<file path="src/rtl/cond_branch_unit.sv">
// cond_branch_unit: ZNCV flag register, condition-code evaluation, 2-bit BHT prediction
// and registered mispredict redirect with a saturating mispredict counter.
module cond_branch_unit #(
  parameter int DATA_W    = 16,
  parameter int ADDR_W    = 16,
  parameter int BHT_DEPTH = 16,
  parameter int CNT_W     = 16
) (
  input  logic              clk,
  input  logic              rst_n,
  input  logic              flags_we,
  input  logic [DATA_W-1:0] alu_result,
  input  logic              alu_carry,
  input  logic              alu_overflow,
  input  logic [ADDR_W-1:0] pred_pc,
  output logic              pred_taken,
  input  logic              br_valid,
  input  logic [3:0]        br_cond,
  input  logic [ADDR_W-1:0] br_pc,
  input  logic [ADDR_W-1:0] br_target,
  input  logic              br_pred_taken,
  output logic              branch_taken,
  output logic              redirect,
  output logic [ADDR_W-1:0] redirect_pc,
  output logic [3:0]        flags,
  output logic [CNT_W-1:0]  mispredict_count
);
  localparam int IDX_W = $clog2(BHT_DEPTH);
  logic [3:0]        flags_q, flags_d;
  logic [1:0]        bht_q [BHT_DEPTH];
  logic              taken_q, redirect_q;
  logic [ADDR_W-1:0] rpc_q;
  logic [CNT_W-1:0]  cnt_q;
  logic              z, n, c, v, taken, accept, mis;
  logic [IDX_W-1:0]  br_idx, pred_idx;
  logic              unused_pc_bits;
  assign {z, n, c, v} = flags_q;
  assign br_idx   = br_pc[IDX_W-1:0];
  assign pred_idx = pred_pc[IDX_W-1:0];
  assign unused_pc_bits = ^{pred_pc[ADDR_W-1:IDX_W], br_pc[ADDR_W-1:IDX_W]};
  // Evaluated on the registered flags only; a same-cycle flags_we is not bypassed.
  always_comb begin
    case (br_cond)
      4'd0:    taken = 1'b1;
      4'd1:    taken = z;
      4'd2:    taken = !z;
      4'd3:    taken = c;
      4'd4:    taken = !c;
      4'd5:    taken = n;
      4'd6:    taken = !n;
      4'd7:    taken = v;
      4'd8:    taken = !v;
      4'd9:    taken = !z && (n == v);
      4'd10:   taken = n == v;
      4'd11:   taken = n != v;
      4'd12:   taken = z || (n != v);
      4'd13:   taken = c && !z;
      4'd14:   taken = !c || z;
      default: taken = 1'b0;
    endcase
  end
  // Branches arriving while a redirect is out are on the wrong path.
  assign accept  = br_valid && !redirect_q;
  assign mis     = taken != br_pred_taken;
  assign flags_d = flags_we ? {alu_result == '0, alu_result[DATA_W-1], alu_carry, alu_overflow} : flags_q;
  always_ff @(posedge clk or negedge rst_n) begin
    if (!rst_n) begin
      flags_q    <= '0;
      taken_q    <= 1'b0;
      redirect_q <= 1'b0;
      rpc_q      <= '0;
      cnt_q      <= '0;
      for (int i = 0; i < BHT_DEPTH; i++) bht_q[i] <= 2'b01;
    end else begin
      flags_q    <= flags_d;
      redirect_q <= accept && mis;
      if (accept) begin
        taken_q        <= taken;
        rpc_q          <= taken ? br_target : br_pc + ADDR_W'(1);
        bht_q[br_idx]  <= taken ? (bht_q[br_idx] == 2'd3 ? 2'd3 : bht_q[br_idx] + 2'd1)
                                : (bht_q[br_idx] == 2'd0 ? 2'd0 : bht_q[br_idx] - 2'd1);
        if (mis && cnt_q != '1) cnt_q <= cnt_q + CNT_W'(1);
      end
    end
  end
  assign pred_taken       = bht_q[pred_idx][1];
  assign branch_taken     = taken_q;
  assign redirect         = redirect_q;
  assign redirect_pc      = rpc_q;
  assign flags            = flags_q;
  assign mispredict_count = cnt_q;
endmodule

</file>
<file path="config.mk">
export PLATFORM = sky130hd
export DESIGN_NAME = cond_branch_unit
export DESIGN_NICKNAME = d
export VERILOG_FILES = /design/src/rtl/cond_branch_unit.sv
export SDC_FILE = /design/constraint.sdc
export NUM_CORES = 1
export LEC_CHECK = 0
export ABC_CLOCK_PERIOD_IN_PS = 3900
export CORE_UTILIZATION = 45
export CTS_CLUSTER_DIAMETER = 200
export CTS_CLUSTER_SIZE = 14
export DETAILED_ROUTE_END_ITERATION = 10
export PLACE_DENSITY_LB_ADDON = 0.08
export SYNTH_ARGS = -nofsm -noshare
export SYNTH_HDL_FRONTEND = slang
export SYNTH_SLANG_ARGS = --single-unit
</file>
<file path="constraint.sdc">
create_clock -name clk -period 3.9 [get_ports clk]
set_input_delay 0.39 -clock clk [delete_from_list [all_inputs] [get_ports clk]]
set_output_delay 0.39 -clock clk [all_outputs]
set_load 0.05 [all_outputs]
</file>
Yosys cells after proc, flatten, opt, wreduce, memory -nomap -nowiden

Index checks and enable logic that the tools add are counted.

Memories kept: 0
Bits in latches: 0
Input port bits: 75
Memory bits (writable): 0
Register bits after elaboration: 70
Output and inout port bits: 39
ROM bits: 0

Reduce and logical (&&, ||, !) cells: 17
$add $sub $neg: 4
Shift-type cells: 0
Equal/unequal tests: 19
Div/mod/pow operators: 0
Multiply operators: 0
Multiplexer cells: 14
Bitwise gates (word level): 2
Order comparisons: 3

Operator list:

| kind                  | count |
|---|---|
| $add 16x1->16 const B | 2 |
| $bwmux 32             | 1 |
| $eq 4x4->1 const B    | 7 |
| $bmux 2 s4            | 2 |
| $eq 4x3->1 const B    | 4 |
| $logic_not 16->1      | 1 |
| $mux 16               | 1 |
| $mux 2                | 8 |
| $ne 16x16->1 const B  | 1 |
| $pmux 1 s15           | 1 |
| $ge 5x5->1 const B    | 2 |
| $not 4->5             | 2 |
| $demux 2 s4           | 1 |
| $eq 4x2->1 const B    | 2 |
| $logic_and 1x1->1     | 6 |
| $logic_not 1->1       | 5 |
| $lt 5x1->1 const B    | 1 |
| $eq 4x1->1 const B    | 1 |
| $logic_not 4->1       | 1 |
| $add 2x1->2 const B   | 1 |
| $eq 2x2->1 const B    | 1 |
| $logic_not 2->1       | 1 |
| $logic_or 1x1->1      | 2 |
| $ne 1x1->1            | 2 |
| other kinds (3)       | 3 |

Depth between registers and ports, before layout

Depth after elaboration: 8
Depth in mapped cells: 9
Mapped depth without buffers: 8

Least setup slack after synthesis

Ideal clock, no wire load.

Kind: reg-to-reg
Start: reg flags_q[0] (netlist: flags[0])
End: reg cnt_q[13] (netlist: mispredict_count[13])
Required time: 3.757 ns
Setup time: 0.143 ns
Cell stages (with the launch flop): 8
Buffers on the path: 0
Data arrival time: 2.490 ns
Slack: 1.266 ns
Path through: dfrtp_1 xor2_1 or4_1 a41o_1 o211ai_4 xnor2_2 or4_1 xnor2_1

Word-level cells in the longest chain between the ends: 6
Elaborated cells on any way between the ends: 9

Ends and longest elaborated chain:

| element                                               | line   | text |
|---|---|---|
| from (decl)                                           | 29     | `logic [3:0] flags_q, flags_d;` |
| from (signal assigned)                                | 75     | `flags_q <= flags_d;` |
| $ne 1x1->1 or $eq 1x1->1 (tied branches)              | -      |  |
| $logic_or 1x1->1 or $logic_and 1x1->1 (tied branches) | 56, 53 |  |
| $pmux 1 s15 *                                         | 43     | `case (br_cond)` |
| $ne 1x1->1 *                                          | 64     | `assign mis = taken != br_pred_taken;` |
| $logic_and 1x1->1 *                                   | 82     | `if (mis && cnt_q != '1) cnt_q <= cnt_q + CNT_W'(1);` |
| $reduce_and 2->1 (no source line) *                   | -      |  |
| to (signal assigned)                                  | 82     |  |
| to (decl)                                             | 33     | `logic [CNT_W-1:0] cnt_q;` |

Mark *: on every way between the ends. The rest lies on a longest branch, timed or not.
A chain may end at the register's enable or synchronous reset.

Final worst setup path

Start: in pred_pc[0]
End: out pred_taken

Word-level cells in the longest chain between the ends: 4

Ends and longest elaborated chain:

| element                                   | line | text |
|---|---|---|
| from (decl)                               | 15   | `input logic [ADDR_W-1:0] pred_pc,` |
| $not 4->5 (implied by the code)           | 86   | `assign pred_taken = bht_q[pred_idx][1];` |
| $bmux 2 s4                                | 86   |  |
| $mux 2 (implied by the code) (2 in a row) | 86   |  |
| to (decl)                                 | 16   | `output logic pred_taken,` |

No other way between the ends. The select of a mux whose other input is x is not followed.

==> summary.md <==
| Metric | Value |
|---|---|
| Number of antenna violations at the first check in global routing | `0` |
| Setup repair after global routing missed its margin | `no` |
| Maximum capacitance violations | `0` |
| Length of the first detailed-routing pass in iterations | `4` |
| Post-CTS Repair Setup Buffers | `0` |
| Clock buffer depth | `2` |
| Share of post-route cells with drive strength above 1 | `13.48%` |
| Slew @ Worst Pin | `0.6172 ns` |
| Count of buffer and inverter cells on the critical path | `2` |
| Clock tree sinks | `70` |
| Setup TNS | `0 ns` |
| Required @ worst endpoint | `3.51 ns` |
| Worst flop-to-flop path startpoint | `flags[2]$_DFFE_PN0P_` |
| Worst Reg2Reg Path Length in Cells | `7` |
| Pre-CTS setup slack | `~0.70 ns` |
| P per Cell Area | `542.7 nW/um2` |
| Primary flip-flop cell chosen by synthesis mapping | `dfrtp_1` |
| Largest net degree at the start of global routing | `44` |
| Yosys warning total | `0` |
| ANT nets after route | `0` |
| Placer Congestion | `0.8357` |
| Core ar. | `8258 um2` |
| Peak clock frequency supported by timing | `around 310 MHz` |
| Worst setup SP type | `input pin` |
| Wirelength, routed | `9702 um` |
| I/O pin total | `114` |
| Chip width | `~95 um` |
| Vert. Die Dim | `94.69 um` |
| Net count after synthesis | `480` |
| Clock period minus worst slack | `3.179 ns` |
| Total via count after detailed routing | `3,328` |
| List of cells traversed by the critical path | `clkdlybuf4s50_1 -> mux4_2 -> mux4_2 -> clkdlybuf4s50_1` |
| Row count | `33` |
| Number of gates resized after cts | `0` |
| Max-Slew Margin vs Limit | `roughly three fifths` |
| Fraction of synthesis flops using an asynchronous set or reset pin | `100.0%` |
| Area Overhead vs Synth | `34.43%` |
| Cts-stage hold buffer count | `0` |
| Final max-slew violation count | `0` |
| IO Port Bufs | `101` |
| Number of enable flip-flop cells after synthesis | `0` |
| Register area share after synthesis | `45.83%` |
| Final hold slack | `0.04961 ns` |
| Total standard cell area after synthesis | `~3900 um2` |
| Number of global-route vias before repair | `3,230` |
| Cells after synthesis | `400` |
| Type of the worst setup path | `input pin to output pin` |
| Worst Skew | `0.009774 ns` |
| H-tree levels | `3` |
| Wire length of the first global-routing pass | `15,370 um` |
| Largest fanout of any net on the critical path | `4` |
| Post-synth cell types | `44` |
| Type of the tightest min-delay check | `input pin to async pin` |
| TritonCTS clock tree | `done` |
| Remaining global-route overflow | `0` |
| Most common library cell in the layout ignoring fill and taps | `clkdlybuf4s50_1` |
| Average vias per placed instance | `between 5 and 6` |
| Avg WL per Cell | `15.72 um` |
| Leakage power summed over all cells | `2.048 nW` |
| Slowest Stage Delay on Critical Path | `0.72 ns` |
| Run status | `finished clean` |
| Synth Register Bits | `70` |
| Arrival time at the worst endpoint | `2.79 ns` |
| Final count of hold timing violations | `0` |
| R2R setup slack | `1.43 ns` |
| N_diodes | `0` |
| Peak supply drop | `about 0.32 mV` |
| Die Area | `8966 um2` |
| Setup crit end kind | `output pin` |
| Starting DRT DRC Count | `108` |
| Post-DP HPWL | `around 7400 um` |
| Worst-path cell with the longest stage delay | `clkdlybuf4s50_1` |
| Worst path top cell family by delay | `buffers and inverters` |
| Syn_area_per_cell | `9.666 um2` |
| Endpoint of the most critical register-to-register path | `mispredict_count[1]$_DFFE_PN0P_` |
| Post-route setup slack | `0.7214 ns` |
| CTS buffer count | `9` |
| Final setup vio count | `0` |
| Root buffer cell | `clkbuf_8` |
| Final Cycle Share | `around four fifths` |
| Final #Nets | `587` |
| Overall Global Routing Usage | `about 23%` |
| Initial cell density of the core | `46.82%` |
| Most frequent cells in the layout | `100 x clkdlybuf4s50_1, 71 x nor2_1, 54 x dfrtp_1, 46 x a21oi_1, 37 x nand2_1` |
| Insertion delay of the later-clocked pin in the worst-skew pair | `0.34 ns` |
| Clock slew at the register clock pins of the worst setup and hold paths | `approximately 0.080 ns` |
| Post-detailed-route DRC marker count | `0` |
==> cells by family after synthesis <==
logic type / Yosys count / synth area share (%)
DFF: 70 / 45.83
adders and majority gates: 5 / 1.618
buffers and inverters: 21 / 2.201
muxes: 25 / 11.55
xor gates and xnor gates: 28 / 6.537
AOI/OAI and AO/OA: 77 / 11.33
and+or+nand+nor: 174 / 20.94
==> registers in the layout, summed over array words and instances, names as in the netlist <==
name              flops
flags                 4
mispredict_count     16
branch_taken          1
redirect_pc          16
redirect              1
bht_q                32
==> per-layer routing <==
layer  share of wire (%)  routed length (um)  vias up  GRT usage, %
met5                   0                   0        -             0
met4                 1.8                 174        0         7.323
met3                 5.8                 559       18         5.072
met2                  49                4714      105         37.29
met1                  44                4253     1571         30.06
li1                    -                   -     1634             -
==> cell usage after synthesis (all sizes together), types with 2 or more instances <==
| library cell | number | share of area [%] |
|---|---|---|
| nand2b | 6 | 0.97 |
| xnor2 | 12 | 2.9 |
| ha | 5 | 1.6 |
| buf | 4 | 0.55 |
| nand4 | 13 | 2.1 |
| and2 | 4 | 0.65 |
| inv | 6 | 0.58 |
| nor2 | 71 | 6.9 |
| mux2i | 3 | 0.78 |
| a21oi | 48 | 6.4 |
| a31oi | 3 | 0.49 |
| dfrtp | 54 | 35 |
| and3 | 2 | 0.32 |
| xor2 | 16 | 3.6 |
| mux2 | 7 | 2.0 |
| nor4 | 5 | 0.81 |
| nand2 | 37 | 3.6 |
| mux4 | 15 | 8.7 |
| o21ai | 18 | 2.3 |
| nor3 | 11 | 1.4 |
| or4 | 2 | 0.39 |
| or2 | 2 | 0.32 |
| dfstp | 16 | 11 |
| o2111ai | 2 | 0.45 |
| and4 | 2 | 0.45 |
| nor2b | 2 | 0.32 |
| clkbuf | 11 | 1.1 |
| nand3 | 12 | 1.6 |
==> worst reg2reg max path, cell delays in order, from the launching register on <==
cell and delay [ns]:
dfrtp_1 0.43, xor2_1 0.21, or4_1 0.42, a41o_1 0.28
o211ai_4 0.12, xnor2_2 0.21, nor3_1 0.33, mux2_2 0.38
==> how the worst max path moves through the flow <==
stage / start / end / slack [ns] / cells after the start
after floorplan: flags[0]$_DFFE_PN0P_ / mispredict_count[13]$_DFFE_PN0P_ / 1.27 / 7
after global routing: pred_pc[0] / pred_taken / 0.67 / 4
final: pred_pc[0] / pred_taken / 0.72 / 4
after CTS: pred_pc[0] / pred_taken / 0.70 / 4
after global placement: pred_pc[0] / pred_taken / 0.70 / 4
after detailed placement: pred_pc[0] / pred_taken / 0.70 / 4
==> metrics by stage <==
step                      power, mW  util [%]  instance area [um2]  instances
after floorplan               1.875         -                 3866        400
after global placement        2.255     60.74                 5016        601
after detailed placement      2.295     60.74                 5016        601
after CTS                     2.844     62.94                 5197        617
after global routing          2.996     62.94                 5197        617
final                         2.821     62.94                 5197        617
==> final cells by class <==
type	count	area, um2
multi-input cells	309	2009
well taps	105	131.4
fillers	734	3060
repair buffers	111	1081
clock buffers	15	176.4
flip-flops and latches	70	1772
clock inverters	1	5.005
inverters	6	22.52
==> power breakdown <==
group          internal, mW  leakage (nW)  total (mW)  switching [mW]
logic                 0.480          1.12        1.13           0.651
clock network         0.283        0.0937       0.542           0.258
registers             0.988         0.832        1.15           0.160
No activity file was read; power rests on OpenSTA's default activity.
